<file path="src/rtl/pcie_pkg.sv">
// Shared definitions for the PCIe Gen1 soft-endpoint TX path.
// Holds the 8b/10b symbol constants, the LTSSM ordered-set select
// encoding and the TX framer state encoding.
package pcie_pkg;

  localparam logic [7:0] COM       = 8'hBC;  // K28.5
  localparam logic [7:0] SKP       = 8'h1C;  // K28.0
  localparam logic [7:0] IDL       = 8'h7C;  // K28.3
  localparam logic [7:0] PAD       = 8'hF7;  // K23.7
  localparam logic [7:0] TS1_ID    = 8'h4A;  // D10.2
  localparam logic [7:0] TS2_ID    = 8'h45;  // D5.2
  localparam logic [7:0] RATE_GEN1 = 8'h02;

  typedef enum logic [1:0] {
    OS_DATA = 2'd0,
    OS_TS1  = 2'd1,
    OS_TS2  = 2'd2,
    OS_EIOS = 2'd3
  } os_type_e;

  typedef enum logic [2:0] {
    ST_RST,
    ST_DATA,
    ST_TS,
    ST_SKP,
    ST_EIOS
  } state_e;

endpackage

</file>
<file path="src/rtl/pcie_gen1_tx_framer_skp.sv">
// SKP ordered-set scheduler.
// Ports:
//   txusrclk2, pcie_rst_n : clock / async active-low reset
//   run                   : count this cycle (low while the framer is in RST)
//   clear                 : restart the interval and drop the pending request
//   skp_pending           : a SKP ordered set is owed at the next boundary
module pcie_skp_scheduler #(
  parameter int unsigned SKP_INTERVAL = 600
) (
  input  logic txusrclk2,
  input  logic pcie_rst_n,
  input  logic run,
  input  logic clear,
  output logic skp_pending
);

  localparam logic [10:0] CNT_LAST = 11'(SKP_INTERVAL - 1);

  logic [10:0] cnt_q;

  // A second expiry while still pending just re-arms; requests never queue.
  always_ff @(posedge txusrclk2 or negedge pcie_rst_n) begin
    if (!pcie_rst_n) begin
      cnt_q       <= '0;
      skp_pending <= 1'b0;
    end else if (clear) begin
      cnt_q       <= '0;
      skp_pending <= 1'b0;
    end else if (run) begin
      if (cnt_q == CNT_LAST) begin
        cnt_q       <= '0;
        skp_pending <= 1'b1;
      end else begin
        cnt_q <= cnt_q + 11'd1;
      end
    end
  end

endmodule

</file>
<file path="src/rtl/pcie_gen1_tx_framer.sv">
// Single-lane PCIe Gen1 transmit framer driving the GTP 16-bit TX interface.
// Generates TS1/TS2/EIOS for the LTSSM, passes DLL beats in link-active mode
// and inserts SKP ordered sets between packets.
// Ports:
//   txusrclk2, pcie_rst_n        : clock / async active-low reset
//   os_type                      : 0 DATA, 1 TS1, 2 TS2, 3 EIOS
//   link_num/link_pad, lane_num/lane_pad, n_fts, training_ctl : TS fields
//   dll_data/dll_charisk/dll_valid/dll_last, dll_ready : DLL beat handshake
//   tx_data/tx_charisk           : to GTP, [7:0] sent first
//   os_done                      : pulse with the last word of TS1/TS2/EIOS
//   underrun                     : sticky, DLL starved mid-packet
module pcie_gen1_tx_framer
  import pcie_pkg::*;
#(
  parameter int unsigned SKP_INTERVAL = 600
) (
  input  logic        txusrclk2,
  input  logic        pcie_rst_n,
  input  logic [1:0]  os_type,
  input  logic [7:0]  link_num,
  input  logic        link_pad,
  input  logic [7:0]  lane_num,
  input  logic        lane_pad,
  input  logic [7:0]  n_fts,
  input  logic [4:0]  training_ctl,
  input  logic [15:0] dll_data,
  input  logic [1:0]  dll_charisk,
  input  logic        dll_valid,
  input  logic        dll_last,
  output logic        dll_ready,
  output logic [15:0] tx_data,
  output logic [1:0]  tx_charisk,
  output logic        os_done,
  output logic        underrun
);

  state_e      state_q, state_d;
  logic [2:0]  wcnt_q, wcnt_d;
  logic        ts2_q, ts2_d;
  logic        boundary;
  logic        in_packet_q;
  logic        skp_pending;
  logic        skp_clear;
  logic        accept;
  os_type_e    os_sel;

  logic [7:0]  lane_q;
  logic        lane_pad_q;
  logic [7:0]  nfts_q;
  logic [4:0]  tctl_q;

  logic [15:0] word_d;
  logic [1:0]  k_d;
  logic        done_d;

  assign os_sel = os_type_e'(os_type);

  assign dll_ready = (state_q == ST_DATA)
                   && !(skp_pending && !in_packet_q)
                   && !((os_type != 2'd0) && !in_packet_q);
  assign accept    = dll_ready && dll_valid;

  // Interval restarts on the first SKP word so the period is
  // SKP_INTERVAL + 2 cycles while the link idles.
  assign skp_clear = (state_q == ST_SKP) && (wcnt_q == 3'd0);

  pcie_skp_scheduler #(
    .SKP_INTERVAL (SKP_INTERVAL)
  ) u_skp (
    .txusrclk2   (txusrclk2),
    .pcie_rst_n  (pcie_rst_n),
    .run         (state_q != ST_RST),
    .clear       (skp_clear),
    .skp_pending (skp_pending)
  );

  always_ff @(posedge txusrclk2 or negedge pcie_rst_n) begin
    if (!pcie_rst_n) begin
      state_q <= ST_RST;
      wcnt_q  <= '0;
      ts2_q   <= 1'b0;
    end else begin
      state_q <= state_d;
      wcnt_q  <= wcnt_d;
      ts2_q   <= ts2_d;
    end
  end

  always_comb begin
    state_d  = state_q;
    wcnt_d   = wcnt_q;
    ts2_d    = ts2_q;
    boundary = 1'b0;
    case (state_q)
      ST_RST:          boundary = 1'b1;
      ST_DATA:         boundary = !in_packet_q;
      ST_TS:           boundary = (wcnt_q == 3'd7);
      ST_SKP, ST_EIOS: boundary = (wcnt_q == 3'd1);
      default:         boundary = 1'b1;
    endcase
    if (boundary) begin
      wcnt_d = '0;
      if (skp_pending) begin
        state_d = ST_SKP;
      end else begin
        case (os_sel)
          OS_TS1, OS_TS2: begin
            state_d = ST_TS;
            ts2_d   = (os_sel == OS_TS2);
          end
          OS_EIOS: state_d = ST_EIOS;
          default: state_d = ST_DATA;
        endcase
      end
    end else if (state_q != ST_DATA) begin
      wcnt_d = wcnt_q + 3'd1;
    end
  end

  // Word selection; registered below so every FSM word lands one cycle later.
  always_comb begin
    word_d = '0;
    k_d    = '0;
    done_d = 1'b0;
    case (state_q)
      ST_DATA: begin
        if (accept) begin
          word_d = dll_data;
          k_d    = dll_charisk;
        end
      end
      ST_TS: begin
        case (wcnt_q)
          3'd0: begin
            word_d = {(link_pad ? PAD : link_num), COM};
            k_d    = {link_pad, 1'b1};
          end
          3'd1: begin
            word_d = {nfts_q, (lane_pad_q ? PAD : lane_q)};
            k_d    = {1'b0, lane_pad_q};
          end
          3'd2: word_d = {3'b000, tctl_q, RATE_GEN1};
          default: begin
            word_d = ts2_q ? {TS2_ID, TS2_ID} : {TS1_ID, TS1_ID};
            done_d = (wcnt_q == 3'd7);
          end
        endcase
      end
      ST_SKP: begin
        if (wcnt_q == 3'd0) begin
          word_d = {SKP, COM};
          k_d    = 2'b01;
        end else begin
          word_d = {SKP, SKP};
          k_d    = 2'b11;
        end
      end
      ST_EIOS: begin
        if (wcnt_q == 3'd0) begin
          word_d = {IDL, COM};
          k_d    = 2'b01;
        end else begin
          word_d = {IDL, IDL};
          k_d    = 2'b11;
          done_d = 1'b1;
        end
      end
      default: ;
    endcase
  end

  always_ff @(posedge txusrclk2 or negedge pcie_rst_n) begin
    if (!pcie_rst_n) begin
      tx_data     <= '0;
      tx_charisk  <= '0;
      os_done     <= 1'b0;
      underrun    <= 1'b0;
      in_packet_q <= 1'b0;
      lane_q      <= '0;
      lane_pad_q  <= 1'b0;
      nfts_q      <= '0;
      tctl_q      <= '0;
    end else begin
      tx_data    <= word_d;
      tx_charisk <= k_d;
      os_done    <= done_d;
      if (accept) in_packet_q <= !dll_last;
      if ((state_q == ST_DATA) && in_packet_q && !dll_valid) underrun <= 1'b1;
      // TS fields are captured with w0 and held for w1/w2 of the same set.
      if ((state_q == ST_TS) && (wcnt_q == 3'd0)) begin
        lane_q     <= lane_num;
        lane_pad_q <= lane_pad;
        nfts_q     <= n_fts;
        tctl_q     <= training_ctl;
      end
    end
  end

endmodule

</file>
<file path="config.mk">
export PLATFORM = sky130hd
export DESIGN_NAME = pcie_gen1_tx_framer
export DESIGN_NICKNAME = d
export VERILOG_FILES = /design/src/rtl/pcie_pkg.sv /design/src/rtl/pcie_gen1_tx_framer_skp.sv /design/src/rtl/pcie_gen1_tx_framer.sv
export SDC_FILE = /design/constraint.sdc
export NUM_CORES = 1
export LEC_CHECK = 0
export ABC_AREA = 1
export CORE_ASPECT_RATIO = 1.4
export CORE_MARGIN = 4
export CORE_UTILIZATION = 53
export DETAILED_ROUTE_END_ITERATION = 16
export PLACE_DENSITY = 0.85
export SLEW_MARGIN = 0
export SYNTH_ARGS = -nofsm -noshare
export SYNTH_HDL_FRONTEND = slang
export SYNTH_SLANG_ARGS = --single-unit
</file>
<file path="constraint.sdc">
create_clock -name txusrclk2 -period 2.9 [get_ports txusrclk2]
set_input_delay 0.58 -clock txusrclk2 [delete_from_list [all_inputs] [get_ports txusrclk2]]
set_output_delay 0.58 -clock txusrclk2 [all_outputs]
set_load 0.01 [all_outputs]
</file>
Yosys cells after proc, flatten, opt, wreduce, memory -nomap -nowiden --
Cells that the tools add are included.
Cells by class: $add $sub $neg 2, eq/ne operators 12, muxes and demuxes 26, bitwise logic cells 1, reductions and logical operators 25
Operators with widths (number):
- one-hot mux 16 bit (4 select lines) | 1
- one-hot mux 16 bit (3 select lines) | 1
- two-way mux 11 bit | 3
- two-way mux 8 bit | 4
- two-way mux 16 bit | 1
- two-way mux 12 bit | 1
- adder 11 x 1 -> 11 bit (second input constant) | 1
- == test 11 x 10 -> 1 bit (second input constant) | 1
- == test 3 x 2 -> 1 bit (second input constant) | 3
- logical AND 1 bit | 9
- two-way mux 3 bit | 3
- nonzero test 2 bit | 4
- == test 3 x 1 -> 1 bit (second input constant) | 2
- == test 3 bit (second input constant) | 2
- one-hot mux 2 bit (3 select lines) | 1
- one-hot mux 3 bit (2 select lines) | 1
- zero test 1 bit | 5
- two-way mux 1 bit | 5
- == test 2 bit (second input constant) | 2
- two-way mux 2 bit | 2
- one-hot mux 2 bit (2 select lines) | 1
- OR reduction 2 bit | 2
- adder 3 x 1 -> 3 bit (second input constant) | 1
- zero test 3 bit | 1
- other kinds (9) | 9
Word-level totals: flip-flop bits (word level) 62, input port bits 55, output and inout port bits 21, logic and storage cells 80

Logic depth before layout (Yosys ltp) --
word-level depth 8, mapped depth 10, mapped depth without buffers 10

Modules after synthesis --
From an unflattened synthesis, not the netlist that was laid out.
Unflattened totals: cells, all modules 360, area total of the unflattened synthesis 3274.4 um2
Modules (own cells, without submodules):
- pcie_gen1_tx_framer | times used 1, cells each 259, area an instance 2560.0 um2, seq. area each 1251.2 um2
- pcie_skp_scheduler | times used 1, cells each 101, area an instance 714.4 um2, seq. area each 300.3 um2

Least setup slack after synthesis --
OpenSTA, ideal clock, no wires.
kind input to output, start point input os_type[0], end point output dll_ready, arrival 1086 ps, data required time 2320 ps, setup slack 1234 ps, cell stages on the path 4, path buffers 0, cells stage by stage inv_1 -> ha_1 -> nand2_1 -> a21oi_1
On the way: longest elaborated chain between the ends 4
RTL lines:
- start, declared | line pcie_gen1_tx_framer.sv:19 | input logic [1:0] os_type,
- nonzero test 2 bit | line pcie_gen1_tx_framer.sv:60 | && !((os_type != 2'd0) && !in_packet_q);
- logical AND 1 bit | line pcie_gen1_tx_framer.sv:60
- zero test 1 bit | line pcie_gen1_tx_framer.sv:60
- logical AND 1 bit | line pcie_gen1_tx_framer.sv:60
- end, declared | line pcie_gen1_tx_framer.sv:30 | output logic dll_ready,
No other way between the ends.

Worst setup path after layout --
Ends and elaborated chain as after synthesis.

==> run metrics <==
Synthesized Nets 411; largest net degree at the start of global routing 32; Core Box Area 0.005645 mm^2; count leader, synth nand2_1; min-delay worst type input port to async pin; Synth Instances 346; ys flop type dfrtp_1; Reg2Reg Depth 6; top cells by area, synth dfrtp_1 49%, nand2_1 11%, mux2_4 8.1%; Max Cap Violations 0; cell area after synthesis 0.003137 mm^2; sequential share of the synthesized area 49.46%; vias per cell 5.286; CP Capture Point dll_ready; initial antenna violation count 0; n_diodes 0; # setup viols final 0; CTS resizes 0; ratio of cells with drive above 1 in the final layout 11.81%; Tcrit/Tclk final 91.58%; setup bufs post-CTS 0; synth warn 0; # clock sinks 62; CTS buffer count 9; Synth Area in Adders 3.989%; GR Util met1 24.16%; crit path kind input port to primary output; Peak supply drop 0.0005413 V; GR Overflow Total 0; flops & latches, synth 62; Synth Area in Simple Gates 21.18%; status finished clean; P_leak 0.001960 uW; dominant cell type by area after synthesis dfrtp_1; Hold-fix buffers, CTS 0; # IOs 76; nets 494; fraction of registers with async set/reset 100.0%; RSZ-0062 raised after global routing no; Post-DP HPWL 5.790 mm; Syn Area/Cell 9.066 um^2; Reg clk slew, reported paths 60 ps; Final Max Tran Viols 0; commonest cells in the synthesized netlist 90 x nand2_1, 62 x dfrtp_1, 31 x inv_1; input/output buffers 75; Cells after DPL 486; Pwr Density 955.8 mW/mm^2; met3 Track Usage GR 5.816%; Cell Rows 32; Synth Area in XOR/XNOR 1.117%; die area 0.007231 mm^2; Fmax achieved 0.3765 GHz; FF-to-FF End lane_q[5]; RePlAce Congestion 0.8748; die height 99.03 um; Final Skew 6.397 ps; htree depth 3; Worst Setup SP os_type[0]; Relative slew margins 55.53%; M2 GR Usage 38.39%; Die W 73.02 um; Worst EP required 2320 ps; Synth Area in Compound Gates 8.775%; clk_lat worst skew 330 ps; Area Growth Syn to Fin 30.51%; drt first-iter violations 145; TritonCTS clock tree done; Setup TNS 0 ps; global-route wire length before repair 12.21 mm; Starting Density 55.56%; CP Capture Type primary output; Post-DRT Antenna Nets 0; WP data arrival 2080 ps; Worst-Margin Slew 667.1 ps; worst r2r src wcnt_q[0]; Total Wirelength 7.359 mm; Netlist cell types 30; CP startpoint kind input port; share of the synthesized area in the top cell type 49.46%; Worst Path Max Fanout 3; drt pass-1 iters 5; vias in the first global route 2764; Vias 2643; R2R setup slack 920 ps; EDFF count, synth 0; Root Buffer clkbuf_8; Post-route DRC 0; GR peak layer met2; fin cells 500; mux share of post-synthesis cell area 9.573%; WL/cell 14.72 um; GRT Overall Usage 21.84%; clk buf depth 2; final hold violation count 0; Min Clock Period, post-route 2656 ps; largest family of logic cells by synthesized area simple AND/OR/NAND/NOR gates
## power by group
| part | total (uW) | internal, uW | switching (uW) | leakage (uW) |
|---|---|---|---|---|
| clock | 627 | 321 | 305 | 0.0000821 |
| combinational | 1810 | 850 | 957 | 0.00111 |
| sequential | 1480 | 1230 | 247 | 0.000771 |
## registers in the layout, indices dropped and copies added, names as in the netlist
| register | count |
|---|---|
| nfts_q | 8 |
| ts2_q | 1 |
| u_skp.cnt_q | 11 |
| in_packet_q | 1 |
| state_q | 3 |
| underrun | 1 |
| tx_data | 16 |
| wcnt_q | 3 |
| tx_charisk | 2 |
| tctl_q | 5 |
| u_skp.skp_pending | 1 |
| os_done | 1 |
| lane_q | 8 |
| lane_pad_q | 1 |
## worst max-delay path, stage by stage
cell	delay [ps]
clkdlybuf4s50_1	430
inv_1	110
ha_1	160
nand2_1	70
a21oi_1	160
clkdlybuf4s50_1	560
## metal layers
metal,share of wire [%],wire (um)
met1,39,2895
met2,54,3995
met3,4.6,340
met4,1.7,127
met5,0,0
## placed cells by master, fill, tap and decap left out, types with 2 or more instances in the layout
cell | Yosys | final
nor2_1 | 26 | 26
o22ai_1 | 2 | 2
o21ai_0 | 28 | 28
mux2_2 | 4 | 4
nand4_1 | 3 | 3
inv_1 | 31 | 31
o21bai_1 | 2 | 2
nor3_1 | 4 | 4
o211ai_1 | 2 | 2
ha_1 | 10 | 10
buf_4 | 0 | 2
nand3_1 | 24 | 24
inv_2 | 4 | 4
clkinv_2 | 2 | 4
clkbuf_8 | 0 | 10
nand2_2 | 2 | 2
xor2_1 | 3 | 3
clkbuf_1 | 0 | 2
o21ai_1 | 2 | 2
a21oi_1 | 12 | 12
mux2_4 | 17 | 17
clkdlybuf4s50_1 | 0 | 74
nand2_1 | 90 | 90
nor2_2 | 4 | 4
dfrtp_1 | 62 | 62
## worst min-delay path by stage
stage	startpoint	end	slack, ps
finish	pcie_rst_n	ts2_q	280
global route	pcie_rst_n	ts2_q	320
CTS	pcie_rst_n	u_skp.cnt_q[8]	300
detailed placement	underrun	underrun	470
global placement	underrun	underrun	460
floorplan	pcie_rst_n	in_packet_q	280
## per-stage QoR
step / area [um^2] / util (%) / total power (uW) / hold WS (ps) / worst slack [ps]
global placement: 3939 / 69.77 / 3207 / 462.1 / 253.9
detailed placement: 3939 / 69.77 / 3290 / 467.6 / 252.7
CTS: 4094 / 72.52 / 3927 / 296.9 / 235.9
finish: 4094 / 72.52 / 3913 / 278.1 / 244.1
global route: 4094 / 72.52 / 4205 / 321.5 / 100.0
floorplan: 3137 / - / 2699 / 284.4 / 1234
## kinds of logic (layout without fill, tap and decap cells)
kind of cell    Yosys count  count (layout)
compound gates           51              51
xor+xnor                  4               4
fa+ha+maj                10              10
buf+inv                  42             128
flops                    62              62
mux                      21              21
simple gates            156             156
## layout make-up
class,count,area (um^2)
inverters,37,141.4
repair buffers,77,760.7
well taps,68,85.08
multi-input cells,242,1400
fillers,405,1551
flip-flops and latches,62,1551
clock inverters,2,10.01
clock buffers,12,145.1
(Power assumes the default switching activity.)
